==> src/rtl/led_pattern_gen.sv <==
// led_pattern_gen
//   LED pattern engine for a bank of NUM_LEDS pins. A shared prescaler
//   advances one of four display patterns: binary count, bouncing scan,
//   bar fill, or all on. A free-running PWM counter gates the pattern for
//   global brightness. Per-pin polarity is corrected just before the
//   output register.
//
// Ports
//   CLK     in   1         board clock, rising edge
//   RST     in   1         synchronous active-high reset
//   MODE    in   2         0=COUNT 1=SCAN 2=FILL 3=STATIC
//   BRIGHT  in   PWM_W     duty, 0=off, all-ones=always on
//   PAUSE   in   1         freezes prescaler and pattern state
//   LED     out  NUM_LEDS  pin drive, polarity corrected
//   STEP    out  1         one-cycle pulse per pattern advance
module led_pattern_gen #(
  parameter int                  NUM_LEDS        = 7,
  parameter int                  PRESCALE_W      = 22,
  parameter int                  PWM_W           = 4,
  parameter logic [NUM_LEDS-1:0] ACTIVE_LOW_MASK = 7'b0000011
) (
  input  logic                CLK,
  input  logic                RST,
  input  logic [1:0]          MODE,
  input  logic [PWM_W-1:0]    BRIGHT,
  input  logic                PAUSE,
  output logic [NUM_LEDS-1:0] LED,
  output logic                STEP
);

  // A single LED still needs a 1-bit position register.
  localparam int POS_W = (NUM_LEDS > 1) ? $clog2(NUM_LEDS) : 1;
  // The fill level counts 0..NUM_LEDS inclusive.
  localparam int K_W   = $clog2(NUM_LEDS + 1);

  typedef enum logic [1:0] {
    MODE_COUNT  = 2'd0,
    MODE_SCAN   = 2'd1,
    MODE_FILL   = 2'd2,
    MODE_STATIC = 2'd3
  } mode_e;

  mode_e                mode_q, mode_d;
  logic [PRESCALE_W-1:0] pre_q, pre_d;
  logic [PWM_W-1:0]      pwm_q, pwm_d;
  logic [NUM_LEDS-1:0]   cnt_q, cnt_d;
  logic [POS_W-1:0]      pos_q, pos_d;
  logic                  dir_q, dir_d;
  logic [K_W-1:0]        k_q, k_d;
  logic [NUM_LEDS-1:0]   led_q, led_d;
  logic                  step_q, step_d;

  mode_e                 mode_in;
  logic [NUM_LEDS-1:0]   scan_pat;
  logic [NUM_LEDS-1:0]   fill_pat;
  logic [NUM_LEDS-1:0]   pattern;
  logic                  pwm_on;

  assign mode_in = mode_e'(MODE);

  // Next-state logic. A mode change wipes the pattern state and the
  // prescaler so every mode starts from its first frame with a full step
  // interval. This takes priority over both PAUSE and a pending advance.
  always_comb begin
    mode_d = mode_in;
    pre_d  = pre_q;
    pwm_d  = pwm_q + PWM_W'(1);
    cnt_d  = cnt_q;
    pos_d  = pos_q;
    dir_d  = dir_q;
    k_d    = k_q;
    step_d = 1'b0;

    if (mode_in != mode_q) begin
      pre_d = '0;
      cnt_d = '0;
      pos_d = '0;
      dir_d = 1'b0;
      k_d   = '0;
    end else if (!PAUSE) begin
      pre_d = pre_q + PRESCALE_W'(1);
      if (&pre_q) begin
        step_d = 1'b1;
        case (mode_q)
          MODE_COUNT: cnt_d = cnt_q + NUM_LEDS'(1);
          MODE_SCAN: begin
            // Turn around on the end LED itself so each end is lit once
            // per bounce. A single LED never moves.
            if (NUM_LEDS > 1) begin
              if (!dir_q) begin
                if (pos_q == POS_W'(NUM_LEDS - 1)) begin
                  dir_d = 1'b1;
                  pos_d = pos_q - POS_W'(1);
                end else begin
                  pos_d = pos_q + POS_W'(1);
                end
              end else begin
                if (pos_q == '0) begin
                  dir_d = 1'b0;
                  pos_d = pos_q + POS_W'(1);
                end else begin
                  pos_d = pos_q - POS_W'(1);
                end
              end
            end
          end
          MODE_FILL: k_d = (k_q == K_W'(NUM_LEDS)) ? '0 : k_q + K_W'(1);
          MODE_STATIC: ;
          default: ;
        endcase
      end
    end
  end

  // Pattern and output decode. The pattern is taken from the registered
  // state, so LED trails the state registers by one cycle. All-ones
  // brightness is forced on because pwm < BRIGHT misses one slot per period.
  always_comb begin
    scan_pat = '0;
    fill_pat = '0;
    for (int i = 0; i < NUM_LEDS; i++) begin
      scan_pat[i] = (pos_q == POS_W'(i));
      fill_pat[i] = (K_W'(i) < k_q);
    end

    pattern = '1;
    case (mode_q)
      MODE_COUNT:  pattern = cnt_q;
      MODE_SCAN:   pattern = scan_pat;
      MODE_FILL:   pattern = fill_pat;
      MODE_STATIC: pattern = '1;
      default:     pattern = '1;
    endcase

    pwm_on = (&BRIGHT) | (pwm_q < BRIGHT);
    led_d  = (pattern & {NUM_LEDS{pwm_on}}) ^ ACTIVE_LOW_MASK;
  end

  // State registers. Reset leaves every pin at its dark level.
  always_ff @(posedge CLK) begin
    if (RST) begin
      mode_q <= MODE_COUNT;
      pre_q  <= '0;
      pwm_q  <= '0;
      cnt_q  <= '0;
      pos_q  <= '0;
      dir_q  <= 1'b0;
      k_q    <= '0;
      led_q  <= ACTIVE_LOW_MASK;
      step_q <= 1'b0;
    end else begin
      mode_q <= mode_d;
      pre_q  <= pre_d;
      pwm_q  <= pwm_d;
      cnt_q  <= cnt_d;
      pos_q  <= pos_d;
      dir_q  <= dir_d;
      k_q    <= k_d;
      led_q  <= led_d;
      step_q <= step_d;
    end
  end

  assign LED  = led_q;
  assign STEP = step_q;

endmodule

==> config.mk <==
export PLATFORM = sky130hd
export DESIGN_NAME = led_pattern_gen
export DESIGN_NICKNAME = d
export VERILOG_FILES = /design/src/rtl/led_pattern_gen.sv
export SDC_FILE = /design/constraint.sdc
export NUM_CORES = 1
export LEC_CHECK = 0
export BUFFER_PORTS_ARGS = -buffer_cell sky130_fd_sc_hd__buf_2
export CAP_MARGIN = 25
export CORE_AREA = 2 2 71 73
export CTS_CLUSTER_SIZE = 30
export DETAILED_ROUTE_END_ITERATION = 6
export DIE_AREA = 0 0 73 75
export PLACE_DENSITY = 0.8
export SKIP_LAST_GASP = 1
export SYNTH_ARGS = -nofsm -noshare
export SYNTH_HDL_FRONTEND = slang
export SYNTH_SLANG_ARGS = --single-unit
==> constraint.sdc <==
create_clock -name CLK -period 2.4 [get_ports CLK]
set_clock_uncertainty 0.1 [all_clocks]
set_input_delay 0.12 -clock CLK [delete_from_list [all_inputs] [get_ports CLK]]
set_output_delay 0.12 -clock CLK [all_outputs]
set_load 0.05 [all_outputs]
# After elaboration in Yosys (flattened, before gate mapping)
# Cells that the tools add are included.
dict set report word_totals {
  regBits 50
  out_inout_bits 8
  elab_cells 56
  in_bits 9
}
dict set report op_classes {
  mux 9
  add_sub_neg 6
  reduce_logical 9
  magnitude_cmp 8
  bitwise 4
  eq_ne 11
}
# cell count
set op_table {}
lappend op_table {{24-bit AND reduction} 3}
lappend op_table {{7-bit case mux with 4 select lines} 1}
lappend op_table {{22-bit by 1-bit adder with 22-bit output, second input constant} 1}
lappend op_table {{22-bit AND reduction} 1}
lappend op_table {{3-bit == test, second input constant} 4}
lappend op_table {{3-bit 2-to-1 mux} 4}
lappend op_table {{3-bit less-than comparator, first input constant} 3}
lappend op_table {{7-bit by 1-bit adder with 7-bit output, second input constant} 1}
lappend op_table {{7-bit bitwise AND} 1}
lappend op_table {{3-bit by 1-bit adder with 3-bit output, second input constant} 2}
lappend op_table {{3-bit by 2-bit == test with 1-bit output, second input constant} 2}
lappend op_table {{1-bit by 3-bit less-than comparator with 1-bit output, first input constant} 2}
lappend op_table {{2-bit by 3-bit less-than comparator with 1-bit output, first input constant} 2}
lappend op_table {{4-bit by 1-bit adder with 4-bit output, second input constant} 1}
lappend op_table {{2-bit == test, second input constant} 2}
lappend op_table {{4-bit less-than comparator} 1}
lappend op_table {{1-bit 2-to-1 mux} 4}
lappend op_table {{4-bit AND reduction} 1}
lappend op_table {{3-bit by 1-bit == test with 1-bit output, second input constant} 1}
lappend op_table {{3-bit logical NOT} 1}
lappend op_table {{3-bit OR reduction} 1}
lappend op_table {{3-bit by 1-bit subtractor with 3-bit output, second input constant} 1}
lappend op_table {{2-bit by 1-bit == test with 1-bit output, second input constant} 1}
lappend op_table {{2-bit logical NOT} 1}
lappend op_table {{5 further kinds} 5}

# Depth between registers and ports, before layout
# Gate-level depths: netlist of run 1.
dict set report logic_depth {
  depth_word 4
  mapped_depth 7
  mapped_depth_nobuf 7
}

# Worst setup path after synthesis of run 1
# No wires, ideal clock.
dict set report synth_path {
  path_kind {reg2reg}
  start {register pre_q[4]}
  end {register cnt_q[5]}
  setup_slack_ns 0.161
  path_stages_with_launch 7
  synth_period_minus_slack_ns 2.239
  t_arrival_ns 2.080
  cell_sequence {dfxtp_1 nand4_2 or4_4 buf_6 or4_4 or4_1 nand2_1}
}
dict set report synth_between {
  elab_chain_len 1
}
# element line_no
set synth_lines {}
lappend synth_lines {{start: declaration} 44} ;# logic [PRESCALE_W-1:0] pre_q, pre_d;
lappend synth_lines {{start signal: assignment} 153} ;# pre_q <= pre_d;
lappend synth_lines {{24-bit AND reduction (no source line)} -}
lappend synth_lines {{end signal: assignment} 155} ;# cnt_q <= cnt_d;
lappend synth_lines {{end: declaration} 46} ;# logic [NUM_LEDS-1:0] cnt_q, cnt_d;
# No other way between the ends.
# A chain may end at the register's enable or synchronous reset.

# Final worst setup path of run 1
# Same ends and word-level chain as after synthesis.

==> results of run 1 <==
-- flip-flops by register name, indices dropped and copies added (netlist names) --
register  count
pre_q        22
LED           7
cnt_q         7
pwm_q         4
k_q           3
pos_q         3
mode_q        2
STEP          1
dir_q         1
-- area by class of cell --
cell class,count,area [µm²],area share
multi-input cells,208,1380,0.492
clock inverters,1,5.00,0.00179
well taps,54,67.6,0.0242
flip-flops and latches,50,1000,0.358
inverters,12,45.0,0.0161
clock buffers,7,86.3,0.0309
repair buffers,32,213,0.0762
-- logic make-up after synthesis --
kind of cell | count (synthesis) | share of synthesized area
buffers and inverters | 22 | 0.0365
AND/OR/NAND/NOR | 127 | 0.282
AO/OA/AOI/OAI | 35 | 0.0888
flip-flops | 50 | 0.406
adder cells (fa/ha/maj) | 14 | 0.0710
multiplexers | 5 | 0.0203
XOR/XNOR | 27 | 0.0959
-- power by group through the flow --
stage | logic, mW | clock network, mW | registers (mW)
global placement | 0.0966 | 0 | 0.867
finish | 0.106 | 0.499 | 0.848
detailed placement | 0.0987 | 0 | 0.868
floorplan | 0.0542 | 0 | 0.882
CTS | 0.105 | 0.509 | 0.848
global route | 0.115 | 0.548 | 0.850
-- repair_timing --
item	4_1_cts	5_1_grt
hold buffers	5	0
endpoints found under the setup margin	0	0
endpoints found under the hold margin	6	0
-- Yosys cell counts, types with 3 or more instances --
library cell   n  share of area
ha_1          14          0.071
clkbuf_1       9          0.014
inv_1         12          0.018
dfxtp_1       50           0.41
nand4b_1       3          0.011
xor2_1        13          0.046
nor2_1        42          0.064
nor4_1         6          0.015
nor2b_1        6          0.015
nand2_1       17          0.026
nor3_1         8          0.016
nand3_1        8          0.016
a21oi_1       10          0.020
xnor2_1       14          0.050
nand2b_1       4          0.010
o21ai_0        7          0.014
mux2i_1        5          0.020
a21o_1         4          0.012
or3_1          9          0.023
nand4_1        9          0.023
-- through the flow --
| stage | std cells | util | power (mW) |
|---|---|---|---|
| after floorplan | 280 | - | 0.936 |
| after global placement | 351 | 0.569 | 0.964 |
| after detailed placement | 351 | 0.569 | 0.966 |
| after CTS | 364 | 0.599 | 1.46 |
| after global routing | 364 | 0.599 | 1.51 |
| final | 364 | 0.599 | 1.45 |
-- critical path, cell delays in order, from the launching register on --
cell and delay [ns]:
dfxtp_1 0.43, nand4_2 0.20, or4_4 0.45, or4_4 0.47, or4_1 0.48, nand2_1 0.07
-- placed cells by master, fill, tap and decap left out, types with 8 or more instances in the layout --
master and count:
nor3_1 8, nand3_1 8, xnor2_1 14, or3_1 9, buf_4 11, nor2_1 42, nand2_1 17, xor2_1 13
nand4_1 9, a21oi_1 10, buf_2 16, dfxtp_1 50, ha_1 14, inv_1 12
-- metal layers --
layer	track usage	share of wire	wire [µm]	vias up
li1	-	-	-	1038
met1	0.216	0.45	2160	907
met2	0.350	0.50	2390	31
met3	0.0482	0.030	144	12
met4	0.0802	0.022	106	0
met5	0	0	0	-
-- how the worst max path moves through the flow --
stage	from	endpoint	slack, ns	depth (start not counted)
after floorplan	pre_q[4]	cnt_q[5]	0.16	6
after global placement	pre_q[4]	cnt_q[5]	0.24	5
after detailed placement	pre_q[4]	cnt_q[5]	0.17	5
after CTS	pre_q[4]	cnt_q[5]	0.15	5
after global routing	pre_q[4]	dir_q	0.02	6
final	pre_q[4]	cnt_q[5]	0.15	5
==> flow_metrics.env, run 1 <==
export IMPL_slew_headroom=0.703
export IMPL_leakage_nw=1.07
export IMPL_die_width_um=73
export IMPL_async_flop_share=0
export IMPL_port_buffer_count=16
export IMPL_dr_pass1_iters=4
export IMPL_cts_root_buf="clkbuf_8"
export IMPL_route_detailed_drc=0
export IMPL_ir_drop_v=0.000257
export IMPL_preCtsSetupSlack_ns=0.169
export IMPL_fin_setup_tns_ns=0
export IMPL_layout_area_overhead_vs_synth_pct=13.2
export IMPL_ios=17
export IMPL_pwr_share_clk=0.343
export IMPL_whs_ns=0.0438
export IMPL_drv_slew=0
export IMPL_path_class="flip-flop to flip-flop"
export IMPL_power_internal_mw=1.11
export IMPL_design_core_area_mm2=0.00466
export IMPL_post_dp_hpwl_um=3470
export IMPL_crit_required_ns=2.55
export IMPL_drive_above_1_share=0.135
export IMPL_viasPerCell=5.46
export IMPL_seqPwrFrac=0.584
export IMPL_avgSynthCellArea_um2=8.81
export IMPL_final_setup_viol_count=0
export IMPL_grt_overflow=0
export IMPL_ff2ff_setup_slack_ns=0.15
export IMPL_grt_pass1_vias=1960
export IMPL_crit_path_start_kind="flip-flop"
export IMPL_dieArea_mm2=0.00548
export IMPL_synthesis_nets=303
export IMPL_synth_cell_type_count=41
export IMPL_initial_core_util=0.529
export IMPL_grt_max_degree=29
export IMPL_arrival_ns=2.41
export IMPL_fillers=412
export IMPL_cp_end_kind="flip-flop"
export IMPL_avgRoutedWirePerCell_um=13.2
export IMPL_synthCells=280
export IMPL_fin_nets=332
export IMPL_routed_wl_um=4800
export IMPL_hold_class="input port to flip-flop"
export IMPL_grt_use_total=0.193
export IMPL_drv_cap=0
export IMPL_design_area_mm2=0.00279
export IMPL_antenna_cells=0
export IMPL_netlist_area_mm2=0.00247
export IMPL_min_from="PAUSE"
export IMPL_grt_pass1_wl_um=8340
export IMPL_rows=25
export IMPL_antenna_found_initial=0
export IMPL_dr_total_vias=1988
export IMPL_rr_startpoint="pre_q[4]"
export IMPL_cts_max_path_buffers=2
export IMPL_hold_viol_final=0
export IMPL_min_period_ns=2.25
export IMPL_crit_fanout=7
export IMPL_synth_flop_cell="dfxtp_1"
export IMPL_cts_tree="built"
export IMPL_path_clk_slew_ns=0.08
export IMPL_cts_setup_buffers=0
export IMPL_cts_buffers=5
export IMPL_max_freq_ghz=0.444
export IMPL_sw_frac_of_total=0.233
export IMPL_finalCritPeriodShare=0.938
export IMPL_routabilityCongestion=0.812
export IMPL_p_sw_uw=339
export IMPL_yosys_register_bits=50
export IMPL_synth_edf_count=0
export IMPL_pwr_share_comb=0.073
export IMPL_p_per_area_mw_per_mm2=520
export IMPL_min_to="pre_q[1]"
export IMPL_worstMarginPinSlew_ns=0.443
export IMPL_fin_ws_ns=0.149
export IMPL_cts_sink_count=50
export IMPL_seq_area_frac_synth=0.406
export IMPL_htreeDepth=2
export IMPL_rsz0062_at_grt="false"
export IMPL_die_h_um=75
export IMPL_dpl_cell_area_mm2=0.00265
export IMPL_worstHoldPathCells=3
export IMPL_ant_nets=0
export IMPL_yosys_warnings=0
export IMPL_status="completed"
export IMPL_reg2reg_depth=5
export IMPL_drt_iter0_drc=115
export IMPL_insertion_delay_ns=0.30
export IMPL_cts_resized=0
export IMPL_r2r_end="cnt_q[5]"
Note: power is estimated with default switching activity, not from simulation.
==> run 2: changes to the inputs <==
RECOVER_POWER = 50   (was unset)
==> flow_metrics.env, run 2 (synthesis results as in run 1) <==
export IMPL_status="completed"
export IMPL_leakage_nw=1.03
export IMPL_worstMarginPinSlew_ns=0.626
export IMPL_design_core_area_mm2=0.00466
export IMPL_route_detailed_drc=0
export IMPL_rr_startpoint="pre_q[4]"
export IMPL_insertion_delay_ns=0.30
export IMPL_finalCritPeriodShare=0.938
export IMPL_dpl_cell_area_mm2=0.00265
export IMPL_viasPerCell=5.49
export IMPL_grt_max_degree=29
export IMPL_min_from="PAUSE"
export IMPL_ant_nets=0
export IMPL_preCtsSetupSlack_ns=0.169
export IMPL_hold_viol_final=0
export IMPL_grt_overflow=0
export IMPL_final_setup_viol_count=0
export IMPL_hold_class="input port to flip-flop"
export IMPL_drv_cap=0
export IMPL_die_width_um=73
export IMPL_p_per_area_mw_per_mm2=522
export IMPL_initial_core_util=0.529
export IMPL_crit_path_start_kind="flip-flop"
export IMPL_max_flop_register="pre_q"
export IMPL_r2r_end="cnt_q[5]"
export IMPL_max_freq_ghz=0.444
export IMPL_antenna_cells=0
export IMPL_rsz0062_at_grt="false"
export IMPL_cts_sink_count=50
export IMPL_drive_above_1_share=0.103
export IMPL_grt_pass1_wl_um=8340
export IMPL_final_cell_mix="dfxtp_1, nor2_1, nand2_1, xnor2_1, ha_1"
export IMPL_cts_root_buf="clkbuf_8"
export IMPL_reg2reg_depth=5
export IMPL_avgRoutedWirePerCell_um=13.2
export IMPL_busiest_layer="met2"
export IMPL_arrival_ns=2.41
export IMPL_post_dp_hpwl_um=3470
export IMPL_antenna_found_initial=0
export IMPL_dieArea_mm2=0.00548
export IMPL_design_area_mm2=0.00278
export IMPL_min_to="pre_q[1]"
export IMPL_port_buffer_count=16
export IMPL_path_class="flip-flop to flip-flop"
export IMPL_rows=25
export IMPL_drv_slew=0
export IMPL_largest_register_ffs=22
export IMPL_final_util=0.597
export IMPL_crit_required_ns=2.55
export IMPL_fin_setup_tns_ns=0
export IMPL_cts_setup_buffers=0
export IMPL_final_common_cell="dfxtp_1"
export IMPL_worstHoldPathCells=3
export IMPL_crit_fanout=7
export IMPL_layout_area_overhead_vs_synth_pct=12.7
export IMPL_dr_total_vias=1998
export IMPL_cts_buffers=5
export IMPL_slew_headroom=0.578
export IMPL_fin_nets=332
export IMPL_cp_end_kind="flip-flop"
export IMPL_fin_ws_ns=0.149
export IMPL_grt_pass1_vias=1960
export IMPL_cts_max_path_buffers=2
export IMPL_use_met2=0.350
export IMPL_routabilityCongestion=0.812
export IMPL_routed_wl_um=4810
export IMPL_drt_iter0_drc=116
export IMPL_ff2ff_setup_slack_ns=0.15
export IMPL_htreeDepth=2
export IMPL_grt_use_total=0.193
export IMPL_path_clk_slew_ns=0.08
export IMPL_min_period_ns=2.25
export IMPL_dr_pass1_iters=4
export IMPL_use_met1=0.216
export IMPL_cts_tree="built"
export IMPL_groute_layer_met3_usage=0.0482
export IMPL_die_h_um=75
export IMPL_ios=17
export IMPL_ir_drop_v=0.000257
export IMPL_whs_ns=0.0440
run 2: cell types whose count changed in the layout (fill, tap and decap cells not counted), sizes merged:
| cell | before | now |
|---|---|---|
| clkbuf | 7 | 17 |
| buf | 27 | 17 |
run 2: area by class of cell:
cell class                 instances  area [µm²]
clock inverter                     1        5.00
fill                             418        1880
inverter                          12        45.0
clock buffer                       7        86.3
timing repair buffer              32         200
tap                               54        67.6
multi-input combinational        208        1380
sequential                        50        1000
run 2: through the flow:
| step | std cells | total power [mW] |
|---|---|---|
| after floorplan | 280 | 0.936 |
| after global placement | 351 | 0.964 |
| after detailed placement | 351 | 0.966 |
| after CTS | 364 | 1.46 |
| after global routing | 364 | 1.51 |
| final | 364 | 1.45 |
run 2: timing repair:
item                                   CTS  global route
hold buffers                             5             0
endpoints found under the hold margin    6             0
resized for setup                        0             0
run 2: where the power goes:
part	total [mW]	leakage, nW	switching, mW	internal [mW]
sequential	0.848	0.405	0.00812	0.840
combinational	0.104	0.580	0.0647	0.0388
clock	0.499	0.0482	0.266	0.233
run 2: worst max-delay path by stage:
stage,from,to,slack (ns),cells after the start
2_1_floorplan,pre_q[4],cnt_q[5],0.16,6
3_3_place_gp,pre_q[4],cnt_q[5],0.24,5
3_5_place_dp,pre_q[4],cnt_q[5],0.17,5
4_1_cts,pre_q[4],cnt_q[5],0.15,5
5_1_grt,pre_q[4],dir_q,0.02,6
6_report,pre_q[4],cnt_q[5],0.15,5
run 2: routing by layer:
| layer | wire length [µm] | up-vias |
|---|---|---|
| met5 | 0 | - |
| met4 | 109 | 0 |
| met3 | 159 | 14 |
| met2 | 2390 | 35 |
| met1 | 2160 | 911 |
| li1 | - | 1038 |
run 2: critical path: stages (launching register included):
cell and delay [ns]:
dfxtp_1 0.43, nand4_2 0.20, or4_4 0.45, or4_4 0.47, or4_1 0.48, nand2_1 0.07
==> run 3: changes to the inputs <==
BUFFER_PORTS_ARGS = unset   (was -buffer_cell sky130_fd_sc_hd__buf_2)
CORE_AREA = 2 2 70 72   (was 2 2 71 73)
DIE_AREA = 0 0 72 74   (was 0 0 73 75)
DONT_BUFFER_PORTS = 1   (was unset)
PLACE_DENSITY = 0.78   (was 0.8)
==> flow_metrics.env, run 3 (synthesis results as in run 1) <==
export IMPL_status="completed"
export IMPL_worstMarginPinSlew_ns=0.626
export IMPL_ios=17
export IMPL_rows=25
export IMPL_avgRoutedWirePerCell_um=13.0
export IMPL_ff2ff_setup_slack_ns=0.11
export IMPL_crit_fanout=7
export IMPL_whs_ns=0.00473
export IMPL_finalCritPeriodShare=0.953
export IMPL_ant_nets=0
export IMPL_cts_buffers=5
export IMPL_htreeDepth=2
export IMPL_layout_area_seq_mm2=0.00100
export IMPL_final_cell_mix="dfxtp_1, nor2_1, nand2_1, xnor2_1, ha_1"
export IMPL_drv_cap=0
export IMPL_initial_core_util=0.536
export IMPL_path_class="flip-flop to flip-flop"
export IMPL_antenna_found_initial=0
export IMPL_drive_above_1_share=0.0884
export IMPL_grt_max_degree=16
export IMPL_post_dp_hpwl_um=3400
export IMPL_r2r_end="cnt_q[5]"
export IMPL_grt_overflow=0
export IMPL_port_buffer_count=0
export IMPL_ir_drop_v=0.000340
export IMPL_cts_root_buf="clkbuf_8"
export IMPL_power_mw=1.43
export IMPL_cts_tree="built"
export IMPL_grt_use_total=0.191
export IMPL_route_detailed_drc=0
export IMPL_leakage_nw=0.990
export IMPL_cts_sink_count=50
export IMPL_die_h_um=74
export IMPL_crit_start="pre_q[2]"
export IMPL_antenna_cells=0
export IMPL_largest_register_ffs=22
export IMPL_cts_max_path_buffers=2
export IMPL_max_freq_ghz=0.437
export IMPL_p_per_area_mw_per_mm2=529
export IMPL_grt_pass1_wl_um=8140
export IMPL_die_width_um=72
export IMPL_grt_pass1_vias=1924
export IMPL_multiInputGateArea_mm2=0.00138
export IMPL_design_core_area_mm2=0.00460
export IMPL_final_util=0.589
export IMPL_max_flop_register="pre_q"
export IMPL_endpoint="cnt_q[5]"
export IMPL_dieArea_mm2=0.00533
export IMPL_dr_pass1_iters=4
export IMPL_cp_end_kind="flip-flop"
export IMPL_routabilityCongestion=0.876
export IMPL_arrival_ns=2.43
export IMPL_slew_headroom=0.578
export IMPL_cts_setup_buffers=0
export IMPL_fin_setup_tns_ns=0
export IMPL_reg2reg_depth=5
export IMPL_rr_startpoint="pre_q[2]"
export IMPL_fillers=414
export IMPL_routed_wl_um=4540
export IMPL_crit_required_ns=2.54
export IMPL_path_clk_slew_ns=0.08
export IMPL_fin_nets=316
export IMPL_hold_viol_final=0
export IMPL_hold_class="input port to flip-flop"
export IMPL_rsz0062_at_grt="false"
export IMPL_insertion_delay_ns=0.30
export IMPL_min_period_ns=2.29
export IMPL_drv_slew=0
export IMPL_viasPerCell=5.68
export IMPL_final_setup_viol_count=0
export IMPL_crit_path_start_kind="flip-flop"
export IMPL_drt_iter0_drc=116
export IMPL_final_common_cell="dfxtp_1"
export IMPL_layout_area_overhead_vs_synth_pct=9.74
export IMPL_dr_total_vias=1977
-- run 3: changes by cell type in the layout (fill, tap and decap cells not counted), sizes merged --
cell / change
buf: -6
clkbuf: -9
dlygate4sd3: -1
-- run 3: worst max-delay path, cell delays in order (launching register included) --
cell,delay [ns]
dfxtp_1,0.43
nand3b_4,0.11
or4_4,0.55
or4_4,0.48
or4_1,0.48
nand2_1,0.07
-- run 3: power breakdown --
| part | total [mW] | switching, mW | internal, mW |
|---|---|---|---|
| logic | 0.0777 | 0.0438 | 0.0339 |
| clock network | 0.490 | 0.257 | 0.233 |
| registers | 0.863 | 0.0226 | 0.840 |
-- run 3: layout make-up --
cell class	count	share of cell area
Inverter	12	0.0166
Timing Repair Buffer	16	0.0467
Tap cell	54	0.0250
Multi-Input combinational cell	208	0.508
Clock buffer	7	0.0319
Clock inverter	1	0.00185
Sequential cell	50	0.370
-- run 3: how the worst min path moves through the flow --
stage | startpoint | end | slack (ns) | cells past startpoint
after global placement | RST | pwm_q[0] | 0.09 | 1
after floorplan | MODE[0] | mode_q[0] | 0.15 | 1
final | PAUSE | pre_q[3] | 0.005 | 3
after CTS | PAUSE | pre_q[3] | 0.002 | 3
after global routing | RST | cnt_q[6] | 0.02 | 2
after detailed placement | RST | pwm_q[0] | 0.09 | 1
-- run 3: timing repair --
action,4_1_cts,5_1_grt
endpoints found under the hold margin,12,0
hold buffers,4,0
resized for setup,0,0
-- run 3: layer usage --
| layer | part of all wire | global-route usage |
|---|---|---|
| met3 | 0.029 | 0.0501 |
| met2 | 0.51 | 0.342 |
| met5 | 0 | 0 |
| met1 | 0.44 | 0.214 |
| met4 | 0.017 | 0.0901 |
-- run 3: metrics by stage --
step / instance area, µm² / std cells / worst slack (ns)
6_report: 2710 / 348 / 0.112
5_1_grt: 2710 / 348 / 0.00934
4_1_cts: 2710 / 348 / 0.110
3_5_place_dp: 2580 / 336 / 0.133
3_3_place_gp: 2580 / 336 / 0.181
2_1_floorplan: 2470 / 280 / 0.161
